File: config.mk
export PLATFORM = sky130hd
export DESIGN_NAME = filter_band_scheduler_flat
export DESIGN_NICKNAME = d
export VERILOG_FILES = /design/src/rtl/filter_band_scheduler_pkg.sv /design/src/rtl/filter_band_scheduler_if.sv /design/src/rtl/filter_band_scheduler_tap_counter.sv /design/src/rtl/filter_band_scheduler.sv /design/src/flat_wrapper.sv
export SDC_FILE = /design/constraint.sdc
export NUM_CORES = 1
export LEC_CHECK = 0
export CAP_MARGIN = 10
export CORE_ASPECT_RATIO = 0.6
export CORE_MARGIN = 5
export CORE_UTILIZATION = 30
export DETAILED_ROUTE_END_ITERATION = 6
export HOLD_SLACK_MARGIN = 0.1
export SYNTH_ARGS = -nofsm -noshare
export SYNTH_HDL_FRONTEND = slang
export SYNTH_SLANG_ARGS = --single-unit
export TNS_END_PERCENT = 5
File: constraint.sdc
create_clock -name CLK -period 2.7 [get_ports CLK]
set_input_delay 0.27 -clock CLK [delete_from_list [all_inputs] [get_ports CLK]]
set_output_delay 0.27 -clock CLK [all_outputs]
set_load 0.05 [all_outputs]
File: src/rtl/filter_band_scheduler_pkg.sv
// -----------------------------------------------------------------------------
// filtro_pkg
// Shared constants, state encoding and band/address helpers for the
// three-band biquad scheduler (filter_band_scheduler).
// Contents:
//   NBANDS, NTAPS          - fixed band count and taps per biquad section
//   BAND_LOW/MID/HIGH      - band encodings driven on `band`
//   TAP_B0..TAP_A2         - tap indices driven on `tap`
//   state_t                - scheduler FSM state encoding
//   lowest_band()          - first band to process for a given enable mask
//   next_band()            - next higher enabled band, {valid, band}
//   coef_addr_of()         - coefficient ROM address band*5+tap
// -----------------------------------------------------------------------------
package filtro_pkg;

   localparam int NBANDS = 3;
   localparam int NTAPS  = 5;

   localparam logic [1:0] BAND_LOW  = 2'd0;
   localparam logic [1:0] BAND_MID  = 2'd1;
   localparam logic [1:0] BAND_HIGH = 2'd2;

   localparam logic [2:0] TAP_B0 = 3'd0;
   localparam logic [2:0] TAP_B1 = 3'd1;
   localparam logic [2:0] TAP_B2 = 3'd2;
   localparam logic [2:0] TAP_A1 = 3'd3;
   localparam logic [2:0] TAP_A2 = 3'd4;

   typedef enum logic [2:0] {
      ST_IDLE  = 3'd0,
      ST_MAC   = 3'd1,
      ST_DRAIN = 3'd2,
      ST_WRITE = 3'd3,
      ST_DONE  = 3'd4
   } state_t;

   // Only called with a non-zero mask; falls through to HIGH otherwise.
   function automatic logic [1:0] lowest_band(input logic [NBANDS-1:0] band_en);
      logic [1:0] b;
      if (band_en[0]) begin
         b = BAND_LOW;
      end else if (band_en[1]) begin
         b = BAND_MID;
      end else begin
         b = BAND_HIGH;
      end
      return b;
   endfunction

   // Returns {1'b1, band} for the next higher enabled band, 3'b000 if none.
   function automatic logic [2:0] next_band(input logic [NBANDS-1:0] band_en,
                                            input logic [1:0]        band);
      logic [2:0] nb;
      nb = 3'b000;
      case (band)
         BAND_LOW: begin
            if (band_en[1]) begin
               nb = {1'b1, BAND_MID};
            end else if (band_en[2]) begin
               nb = {1'b1, BAND_HIGH};
            end else begin
               nb = 3'b000;
            end
         end
         BAND_MID: begin
            if (band_en[2]) begin
               nb = {1'b1, BAND_HIGH};
            end else begin
               nb = 3'b000;
            end
         end
         default: nb = 3'b000;
      endcase
      return nb;
   endfunction

   function automatic logic [3:0] coef_addr_of(input logic [1:0] band,
                                               input logic [2:0] tap);
      return (4'(band) * 4'd5) + 4'(tap);
   endfunction

endpackage

File: src/rtl/filter_band_scheduler_if.sv
// -----------------------------------------------------------------------------
// filter_band_scheduler_if
// Bundle between the divider/MAC datapath side (master) and the band
// scheduler (slave).
//   Enable, band_en          - sample strobe and per-band enable (to scheduler)
//   band, tap, coef_addr     - current band/tap and coefficient ROM address
//   mac_en, mac_clr, mac_sub - shared MAC control
//   wb_en, shift_en          - band output write-back and delay-line shift
//   busy, Listo, overrun     - status: sample in flight, sample done, overrun
// -----------------------------------------------------------------------------
interface filter_band_scheduler_if;
   import filtro_pkg::*;

   logic              Enable;
   logic [NBANDS-1:0] band_en;
   logic [1:0]        band;
   logic [2:0]        tap;
   logic [3:0]        coef_addr;
   logic              mac_en;
   logic              mac_clr;
   logic              mac_sub;
   logic              wb_en;
   logic              shift_en;
   logic              busy;
   logic              Listo;
   logic              overrun;

   modport master (
      output Enable, band_en,
      input  band, tap, coef_addr, mac_en, mac_clr, mac_sub,
             wb_en, shift_en, busy, Listo, overrun
   );

   modport slave (
      input  Enable, band_en,
      output band, tap, coef_addr, mac_en, mac_clr, mac_sub,
             wb_en, shift_en, busy, Listo, overrun
   );

endinterface

File: src/rtl/filter_band_scheduler_tap_counter.sv
// -----------------------------------------------------------------------------
// tap_counter
// Loadable up-counter shared by the tap walk (0..4) and the MAC drain wait
// (0..MAC_LAT-1). A load restarts the count at zero and latches a new
// terminal value; tc flags that the count has reached it.
//   CLK, Reset - clock, synchronous active-high reset
//   load       - restart at 0 and capture load_term
//   load_term  - terminal value for the next run
//   inc        - advance by one (ignored during load)
//   count      - current count
//   tc         - count == terminal value
// -----------------------------------------------------------------------------
module tap_counter #(
   parameter int W = 3
) (
   input  logic         CLK,
   input  logic         Reset,
   input  logic         load,
   input  logic [W-1:0] load_term,
   input  logic         inc,
   output logic [W-1:0] count,
   output logic         tc
);
   import filtro_pkg::*;

   logic [W-1:0] count_r;
   logic [W-1:0] term_r;

   // Count register and latched terminal value.
   always_ff @(posedge CLK) begin
      if (Reset) begin
         count_r <= {W{1'b0}};
         term_r  <= {W{1'b0}};
      end else if (load) begin
         count_r <= {W{1'b0}};
         term_r  <= load_term;
      end else if (inc) begin
         count_r <= count_r + {{(W-1){1'b0}}, 1'b1};
      end else begin
         count_r <= count_r;
      end
   end

   assign count = count_r;
   assign tc    = (count_r == term_r);

endmodule

File: src/rtl/filter_band_scheduler.sv
// -----------------------------------------------------------------------------
// filter_band_scheduler
// Time-shares one MAC across the low/mid/high biquad sections. Per accepted
// sample strobe it walks the enabled bands in order: five MAC taps, MAC_LAT
// drain cycles, one write-back/shift cycle; then a one-cycle Listo.
//   CLK    - system clock
//   Reset  - synchronous active-high reset, abandons any sample in flight
//   bus    - filter_band_scheduler_if.slave (strobe in, MAC/status out)
// Parameter MAC_LAT (1..7): MAC latency from last mac_en to valid accumulator.
// -----------------------------------------------------------------------------
module filter_band_scheduler #(
   parameter int MAC_LAT = 2
) (
   input  logic                     CLK,
   input  logic                     Reset,
   filter_band_scheduler_if.slave   bus
);
   import filtro_pkg::*;

   localparam logic [2:0] DRAIN_TERM = 3'(MAC_LAT - 1);

   state_t            state_r;
   logic [NBANDS-1:0] band_en_r;
   logic [1:0]        band_r;
   logic [2:0]        tap_r;
   logic [3:0]        coef_addr_r;
   logic              mac_en_r;
   logic              mac_clr_r;
   logic              mac_sub_r;
   logic              wb_en_r;
   logic              shift_en_r;
   logic              busy_r;
   logic              listo_r;
   logic              overrun_r;

   logic              cnt_load_s;
   logic [2:0]        cnt_term_s;
   logic              cnt_inc_s;
   logic [2:0]        cnt_s;
   logic              cnt_tc_s;
   logic [2:0]        nb_s;

   assign nb_s = next_band(band_en_r, band_r);

   tap_counter #(.W(3)) u_tap_counter (
      .CLK       (CLK),
      .Reset     (Reset),
      .load      (cnt_load_s),
      .load_term (cnt_term_s),
      .inc       (cnt_inc_s),
      .count     (cnt_s),
      .tc        (cnt_tc_s)
   );

   // Counter control: restart for the tap walk on entry to MAC, restart for
   // the drain wait when the last tap issues, otherwise count up.
   always_comb begin
      cnt_load_s = 1'b0;
      cnt_term_s = TAP_A2;
      cnt_inc_s  = 1'b0;
      case (state_r)
         ST_IDLE: begin
            if (bus.Enable && (bus.band_en != 3'b000)) begin
               cnt_load_s = 1'b1;
            end else begin
               cnt_load_s = 1'b0;
            end
         end
         ST_MAC: begin
            if (cnt_tc_s) begin
               cnt_load_s = 1'b1;
               cnt_term_s = DRAIN_TERM;
            end else begin
               cnt_inc_s = 1'b1;
            end
         end
         ST_DRAIN: begin
            if (cnt_tc_s) begin
               cnt_inc_s = 1'b0;
            end else begin
               cnt_inc_s = 1'b1;
            end
         end
         ST_WRITE: cnt_load_s = 1'b1;
         default:  cnt_load_s = 1'b0;
      endcase
   end

   // Scheduler FSM; every output is a register updated on the transition
   // into the cycle where it must be visible.
   always_ff @(posedge CLK) begin
      if (Reset) begin
         state_r     <= ST_IDLE;
         band_en_r   <= 3'b000;
         band_r      <= 2'd0;
         tap_r       <= 3'd0;
         coef_addr_r <= 4'd0;
         mac_en_r    <= 1'b0;
         mac_clr_r   <= 1'b0;
         mac_sub_r   <= 1'b0;
         wb_en_r     <= 1'b0;
         shift_en_r  <= 1'b0;
         busy_r      <= 1'b0;
         listo_r     <= 1'b0;
         overrun_r   <= 1'b0;
      end else begin
         if (bus.Enable && busy_r) begin
            overrun_r <= 1'b1;
         end else begin
            overrun_r <= overrun_r;
         end

         case (state_r)
            ST_IDLE: begin
               if (bus.Enable) begin
                  busy_r <= 1'b1;
                  if (bus.band_en != 3'b000) begin
                     state_r     <= ST_MAC;
                     band_en_r   <= bus.band_en;
                     band_r      <= lowest_band(bus.band_en);
                     tap_r       <= TAP_B0;
                     coef_addr_r <= coef_addr_of(lowest_band(bus.band_en), TAP_B0);
                     mac_en_r    <= 1'b1;
                     mac_clr_r   <= 1'b1;
                     mac_sub_r   <= 1'b0;
                  end else begin
                     state_r <= ST_DONE;
                     listo_r <= 1'b1;
                  end
               end else begin
                  state_r <= ST_IDLE;
               end
            end

            ST_MAC: begin
               mac_clr_r <= 1'b0;
               if (cnt_tc_s) begin
                  // Last tap issued: tap and address hold through drain/write.
                  state_r   <= ST_DRAIN;
                  mac_en_r  <= 1'b0;
                  mac_sub_r <= 1'b0;
               end else begin
                  tap_r       <= cnt_s + 3'd1;
                  coef_addr_r <= coef_addr_of(band_r, cnt_s + 3'd1);
                  // Next tap is a1 or a2 (feedback terms are subtracted).
                  mac_sub_r   <= (cnt_s >= TAP_B2);
               end
            end

            ST_DRAIN: begin
               if (cnt_tc_s) begin
                  state_r    <= ST_WRITE;
                  wb_en_r    <= 1'b1;
                  shift_en_r <= 1'b1;
               end else begin
                  state_r <= ST_DRAIN;
               end
            end

            ST_WRITE: begin
               wb_en_r    <= 1'b0;
               shift_en_r <= 1'b0;
               tap_r      <= TAP_B0;
               if (nb_s[2]) begin
                  state_r     <= ST_MAC;
                  band_r      <= nb_s[1:0];
                  coef_addr_r <= coef_addr_of(nb_s[1:0], TAP_B0);
                  mac_en_r    <= 1'b1;
                  mac_clr_r   <= 1'b1;
               end else begin
                  state_r     <= ST_DONE;
                  band_r      <= BAND_LOW;
                  coef_addr_r <= 4'd0;
                  listo_r     <= 1'b1;
               end
            end

            ST_DONE: begin
               state_r <= ST_IDLE;
               listo_r <= 1'b0;
               busy_r  <= 1'b0;
            end

            default: begin
               state_r <= ST_IDLE;
            end
         endcase
      end
   end

   assign bus.band      = band_r;
   assign bus.tap       = tap_r;
   assign bus.coef_addr = coef_addr_r;
   assign bus.mac_en    = mac_en_r;
   assign bus.mac_clr   = mac_clr_r;
   assign bus.mac_sub   = mac_sub_r;
   assign bus.wb_en     = wb_en_r;
   assign bus.shift_en  = shift_en_r;
   assign bus.busy      = busy_r;
   assign bus.Listo     = listo_r;
   assign bus.overrun   = overrun_r;

endmodule

File: src/flat_wrapper.sv
// flat-port wrapper written by rule: the top's interface ports become plain ports
module filter_band_scheduler_flat import filtro_pkg::*;
#(
   parameter int MAC_LAT = 2
)
  (CLK, Reset, bus_Enable, bus_band_en, bus_band, bus_tap, bus_coef_addr, bus_mac_en, bus_mac_clr, bus_mac_sub, bus_wb_en, bus_shift_en, bus_busy, bus_Listo, bus_overrun);
  filter_band_scheduler_if bus_i ();
  input  logic CLK;
  input  logic Reset;
  input wire logic [$bits(bus_i.Enable)-1:0] bus_Enable;
  input wire logic [$bits(bus_i.band_en)-1:0] bus_band_en;
  output wire logic [$bits(bus_i.band)-1:0] bus_band;
  output wire logic [$bits(bus_i.tap)-1:0] bus_tap;
  output wire logic [$bits(bus_i.coef_addr)-1:0] bus_coef_addr;
  output wire logic [$bits(bus_i.mac_en)-1:0] bus_mac_en;
  output wire logic [$bits(bus_i.mac_clr)-1:0] bus_mac_clr;
  output wire logic [$bits(bus_i.mac_sub)-1:0] bus_mac_sub;
  output wire logic [$bits(bus_i.wb_en)-1:0] bus_wb_en;
  output wire logic [$bits(bus_i.shift_en)-1:0] bus_shift_en;
  output wire logic [$bits(bus_i.busy)-1:0] bus_busy;
  output wire logic [$bits(bus_i.Listo)-1:0] bus_Listo;
  output wire logic [$bits(bus_i.overrun)-1:0] bus_overrun;
  assign bus_i.Enable = bus_Enable;
  assign bus_i.band_en = bus_band_en;
  assign bus_band = bus_i.band;
  assign bus_tap = bus_i.tap;
  assign bus_coef_addr = bus_i.coef_addr;
  assign bus_mac_en = bus_i.mac_en;
  assign bus_mac_clr = bus_i.mac_clr;
  assign bus_mac_sub = bus_i.mac_sub;
  assign bus_wb_en = bus_i.wb_en;
  assign bus_shift_en = bus_i.shift_en;
  assign bus_busy = bus_i.busy;
  assign bus_Listo = bus_i.Listo;
  assign bus_overrun = bus_i.overrun;
  filter_band_scheduler #(.MAC_LAT(MAC_LAT)) u_core (.CLK(CLK), .Reset(Reset), .bus(bus_i));
endmodule
==> results.md, run 1 <==
* Die area at approximately 6200 um2
* Initial Util at 0.307
* Mapped Area at between 1000 and 1500 um2
* Clock tree from TritonCTS: done
* Power Density at ~1000 nW/um2
* Num CTS Buffers at 3
* First-pass GRT wire length at between 5 and 6 mm
* Synth Register Bits at 26
* Mapped Nets at 180
* Worst path cell trace: inv_1 > ha_1 > inv_1 > ha_1 > ha_1 > fa_1 > xor2_1 > xnor2_1 > nand2_1 > nand2_1 > a211oi_1
* Worst path required time at slightly below 3 ns
* Least-Margin Pin Slew at approximately 0.76 ns
* Post-cts hold buffer count at 0
* Mapped Cells at roughly 170
* # IOs at 23
* Final antenna-violating net count at 0
* Drt pass-1 iters at 4
* # fillers at between 400 and 500
* Clock tree buffer depth at 2
* Sequential cell area at between 500 and 600 um2
* GPL Wtd Cong at about 0.79
* Worst Hold Class: flip-flop to flip-flop
* Clock latency on the worst-skew pair at approximately 0.27 ns
* Max-slew headroom at 0.487
* RSZ-0062 raised after global routing: false
* Fraction of the cycle the final worst path needs at 0.911
* Warnings from Yosys at 0
* Crit path top cell by count: ha_1
* Setup TNS at 0 ns
* # resized after CTS at 0
* Sink Count at 26
* H-tree depth at 1
* Critical Path Source Type: flip-flop
* Register area share after synthesis at 0.373
* 1st-iter DRT viols at 54
* ANT cells at 0
* Minimum clock period at ~2.5 ns
* Largest net degree at the start of global routing at 24
* Routed WL at roughly 3.3 mm
* Post-CTS setup buffers at 0
* Leading area contributor after synthesis: dfxtp_1
* Vias in the first global route at 1098
* CP max stage cell: dfxtp_1
* Die X at just under 100 um
* Crit Path Category: flip-flop to flip-flop
* Max cap viols at 0
* Final Max Slew Viols at 0
* Remaining global-route overflow at 0
* Final Hold Viols at 0
* # DRC at 0
* Fraction of layout cells with a size suffix above 1 at 0.0432
* Worst setup EP type: flip-flop
* HPWL after DPL at 2.54 mm
* Total core area at 4540 um2
* Crit-path max cell delay at about 0.43 ns
* Clk slew on worst S/H paths at 0.09 ns
* Leakage power at 0.000622 uW
* Yosys cell types at 37
* Top post-synthesis cells by area: dfxtp_1, nor2_1, a21oi_1
* Via Count at ~1200
* Peak VDD IR at around 0.00045 V
* Wirelength per Cell at 13.3 um
* Syn avg cell area at 8.35 um2
* Nets at 200
* Initial antenna violation count at 0
* CP top delay family: adder cells
* Via/cell ratio at a little under 5
* Max Fclk at 407 MHz
* Hold WS at around 0.47 ns
* Final clock skew at between 0.003 and 0.004 ns
* Max FO, Critical Path at 5
* Floorplan die height at between 60 and 70 um
* Total GRT Usage at 0.108
* Outcome: finished clean
* Area occupied by multi-input gates at 787 um2
* Root Driver: clkbuf_8
* Buf/Inv on CP at 2
* P&R area growth vs syn at 21.6%
* Number of port buffers at 22
* Final Setup Violations at 0
* Yosys top cell area share at 0.373
* Crit path DAT at about 2.7 ns
* Std-Cell Rows at 19
worst register-to-register path: cells and delay by family, from the launching register on:
kind	cells	cell delay, ns
AOI/OAI and AO/OA	1	0.22
DFF	1	0.43
and+or+nand+nor	2	0.11
adders and majority gates	4	1.19
xor gates and xnor gates	2	0.28
buffers and inverters	2	0.15
flip-flops by register name, indices dropped and copies added (netlist names), 2 cells and up:
register and cells:
u_core.state_r 3, u_core.bus.band 2, u_core.band_en_r 2, u_core.u_tap_counter.count 3, u_core.u_tap_counter.term_r 2, u_core.bus.coef_addr 4, u_core.bus.tap 3
layout by cell type, fill, tap and decap left out, types with 2 or more instances in the layout:
cell type and instances:
a31oi_1 2, a32o_1 2, nand2_1 20, dfxtp_1 26, xor2_1 3, clkdlybuf4s50_1 22, inv_1 9, ha_1 6
a211oi_1 7, nor3_1 7, xnor2_1 5, nor2b_1 4, o31ai_1 2, clkbuf_8 3, buf_4 2, o311ai_0 3
nand3_1 2, a21oi_1 16, o32ai_1 3, nor2_1 22, o21ai_0 4
synth_stat cells, drive strengths merged:
library cell and count:
or3 1, ha 6, o21ai 4, xnor2 5, nor4 1, nor2b 4, nor2 22, a22oi 1
and3 1, o22a 1, a2111oi 1, clkbuf 5, buf 4, o32ai 3, a211oi 8, nand2 20
xor2 3, nand3 2, mux2i 1, a31oi 2, nor3 7, o41ai 1, and2 1, inv 9
fa 1, a21oi 16, o211ai 1, nand2b 1, a311oi 1, o311ai 3, o31ai 2, a32o 2
dfxtp 26, nor4b 1
cell families (layout without fill, tap and decap cells):
logic type,Yosys count,in the layout,share of synthesized area
mux,1,1,0.00718
compound gates,46,46,0.232
xor+xnor,8,8,0.0502
simple gates,61,61,0.206
fa+ha+maj,7,7,0.0682
buf+inv,18,36,0.0628
flops,26,26,0.373
path summary, 6_finish.rpt:
path / startpoint / to / slack [ns] / cells past startpoint
worst max-delay path: u_core.u_tap_counter.count[0] / u_core.bus.coef_addr[3] / 0.24 / 11
worst max register to register: u_core.u_tap_counter.count[0] / u_core.bus.coef_addr[3] / 0.24 / 11
worst min-delay path: u_core.bus.overrun / u_core.bus.overrun / 0.47 / 2
worst min register to register: u_core.bus.overrun / u_core.bus.overrun / 0.47 / 2
layer usage:
layer	track usage	up-vias	share of wire
met5	0	-	0
met4	0.0104	0	0
met3	0.0334	0	0.053
met2	0.150	25	0.40
met1	0.167	556	0.55
li1	-	632	-
power breakdown:
part           switching [uW]  internal [uW]
Clock                     121            100
Sequential               95.0            474
Combinational             581            322
layout make-up:
class	count	area share
multi-input cells	123	0.464
well taps	63	0.0465
flip-flops and latches	26	0.307
inverters	9	0.0199
clock buffers	3	0.0243
repair buffers	24	0.139
stage by stage:
step	util	instances	cell area (um2)	setup WS (ns)	power [uW]
floorplan	-	167	1400	0.388	1270
finish	0.374	248	1700	0.241	1690
global route	0.374	248	1700	0.101	1810
detailed placement	0.365	245	1660	0.250	1480
CTS	0.374	248	1700	0.232	1700
global placement	0.365	245	1660	0.298	1480
(Power assumes the default switching activity.)
==> run 2: changes to the inputs <==
- CAP_MARGIN: 10 -> 15
==> results of run 2 <==
The final DEF is identical to that of run 1; final timing and power are the same.
==> run 3: changes to the inputs <==
- CORE_UTILIZATION: 30 -> 52
- CTS_CLUSTER_DIAMETER: not set -> 50
- PLACE_DENSITY: not set -> 0.78
==> run 3 against run 2 <==
Clock power is 4% lower; combinational power is 0.7% higher; total power barely moved; non-clock buffer count unchanged; final cell count fell by 13%; clock-buffer cell count unchanged; first-iteration DRC count rose to 2.8 times the previous value; critical path type unchanged; critical endpoint unchanged; largest power group unchanged.
==> results.md, run 3 (synthesized netlist as in run 1, its figures left out) <==
* Crit-path max cell delay at 0.43 ns (about the same)
* Remaining global-route overflow at 0 (unchanged)
* Via Count at 1279 (was 1213)
* Most common cell after layout, fill and taps aside: dfxtp_1 (unchanged)
* # IOs at 23 (unchanged)
* Peak VDD IR at 0.000359 V (was 0.000447 V)
* Max cap viols at 0 (unchanged)
* Crit Path Category: flip-flop to flip-flop (unchanged)
* Num CTS Buffers at 3 (unchanged)
* 1st-iter DRT viols at 149 (was 54)
* Final clock skew at 0.00188 ns (was 0.00367 ns)
* Max Fclk at 402 MHz (was 407 MHz)
* Fraction of layout cells with a size suffix above 1 at 0.0432 (unchanged)
* # fillers at 206 (was 470)
* Setup TNS at 0 ns (unchanged)
* # DRC at 0 (unchanged)
* Max-slew headroom at 0.457 (was 0.487)
* Post-CTS setup buffers at 0 (unchanged)
* Floorplan die height at 50.1 um (was 62.8 um)
* Root Driver: clkbuf_8 (unchanged)
* Initial antenna violation count at 0 (unchanged)
* # resized after CTS at 0 (unchanged)
* Post-cts hold buffer count at 0 (unchanged)
* Worst path required time at 2.89 ns (about the same)
* Minimum clock period at 2.49 ns (was 2.46 ns)
* Crit path top cell by count: ha_1 (unchanged)
* Worst Hold Class: flip-flop to flip-flop (unchanged)
* Initial Util at 0.549 (was 0.307)
* Die X at 76.9 um (was 98.0 um)
* Clock tree from TritonCTS: done (unchanged)
* Max FO, Critical Path at 5 (unchanged)
* Via/cell ratio at 5.89 (was 4.89)
* Drt pass-1 iters at 4 (unchanged)
* Most frequent cells in the layout: dfxtp_1, nor2_1, clkdlybuf4s50_1 (unchanged)
* Outcome: finished clean (unchanged)
* Critical Path Source Type: flip-flop (unchanged)
* Max FFs per register at 4 (unchanged)
* Final Max Slew Viols at 0 (unchanged)
* Std-Cell Rows at 14 (was 19)
* Wirelength per Cell at 15.3 um (was 13.3 um)
* HPWL after DPL at 2.50 mm (was 2.54 mm)
* Clock tree buffer depth at 2 (unchanged)
* Placed cell count at 214 (was 245)
* Power Density at 1020 nW/um2 (was 998 nW/um2)
* Number of port buffers at 22 (unchanged)
* CP top delay family: adder cells (unchanged)
* H-tree depth at 1 (unchanged)
* RSZ-0062 raised after global routing: false (unchanged)
* Total core area at 2540 um2 (was 4540 um2)
* Crit path DAT at 2.68 ns (was 2.65 ns)
* Buf/Inv on CP at 2 (unchanged)
* CP max stage cell: dfxtp_1 (unchanged)
* Clk slew on worst S/H paths at 0.08 ns (was 0.09 ns)
* Vias in the first global route at 1132 (was 1098)
* Final Setup Violations at 0 (unchanged)
* GPL Wtd Cong at 0.872 (was 0.788)
* ANT cells at 0 (unchanged)
* Routed WL at 3.33 mm (was 3.31 mm)
* First-pass GRT wire length at 5.54 mm (was 5.55 mm)
* Fraction of the cycle the final worst path needs at 0.921 (was 0.911)
* Sink Count at 26 (unchanged)
* P&R area growth vs syn at 18.8% (was 21.6%)
* Layout Cells excl Fill at 217 (was 248)
* Die area at 3850 um2 (was 6160 um2)
* Largest net degree at the start of global routing at 24 (unchanged)
* Worst setup EP type: flip-flop (unchanged)
* Total GRT Usage at 0.182 (was 0.108)
* Nets at 200 (unchanged)
* Final antenna-violating net count at 0 (unchanged)
* Final Hold Viols at 0 (unchanged)
* Least-Margin Pin Slew at 0.805 ns (was 0.760 ns)
* Worst path cell trace: inv_1 > ha_1 > inv_1 > ha_1 > ha_1 > fa_1 > xor2_1 > xnor2_1 > nand2_1 > nand2_1 > a211oi_1 (unchanged)
* Clock latency on the worst-skew pair at 0.27 ns (about the same)
* Leakage power at 0.000622 uW (unchanged)
-- run 3: cell counts in the layout (fill, tap and decap cells not counted) --
Identical to the previous run, type by type.
-- run 3: per-stage QoR --
stage	setup WS (ns)	hold WS, ns	cell area [um2]	power, uW	util
after floorplan	0.388	0.352	1400	1270	-
after global placement	0.321	0.450	1620	1460	0.636
after detailed placement	0.222	0.461	1620	1480	0.636
after CTS	0.200	0.472	1660	1700	0.653
after global routing	0.0450	0.503	1660	1820	0.653
final	0.214	0.471	1660	1690	0.653
-- run 3: power breakdown --
part | leakage, uW | internal, uW | switching [uW] | total [uW]
registers | 0.000213 | 474 | 96.0 | 570
logic | 0.000388 | 323 | 586 | 909
clock network | 0.0000216 | 100 | 113 | 213
total | 0.000622 | 897 | 795 | 1690
-- run 3: layout make-up --
class	instances	area, um2	area share
Clock buffer	3	41.3	0.0249
Inverter	9	33.8	0.0204
Multi-Input combinational cell	123	787	0.475
Sequential cell	26	520	0.314
Tap cell	32	40.0	0.0242
Timing Repair Buffer	24	235	0.142
-- run 3: tightest hold or removal path, cell delays in order, from the launching register on --
cell	delay, ns
dfxtp_1	0.31
nand2_1	0.05
o32ai_1	0.06
-- run 3: per-layer routing --
metal,vias up,track usage,part of all wire
met5,-,0,0
met4,0,0.0640,0.017
met3,7,0.0527,0.088
met2,54,0.255,0.42
met1,586,0.262,0.47
li1,632,-,-
-- run 3: final timing paths --
| path | start | to | slack (ns) | depth (start not counted) |
|---|---|---|---|---|
| worst min-delay path | u_core.bus.tap[1] | u_core.bus.tap[1] | 0.47 | 2 |
| worst max register to register | u_core.u_tap_counter.count[0] | u_core.bus.coef_addr[3] | 0.21 | 11 |
| worst max-delay path | u_core.u_tap_counter.count[0] | u_core.bus.coef_addr[3] | 0.21 | 11 |
| worst min register to register | u_core.bus.tap[1] | u_core.bus.tap[1] | 0.47 | 2 |
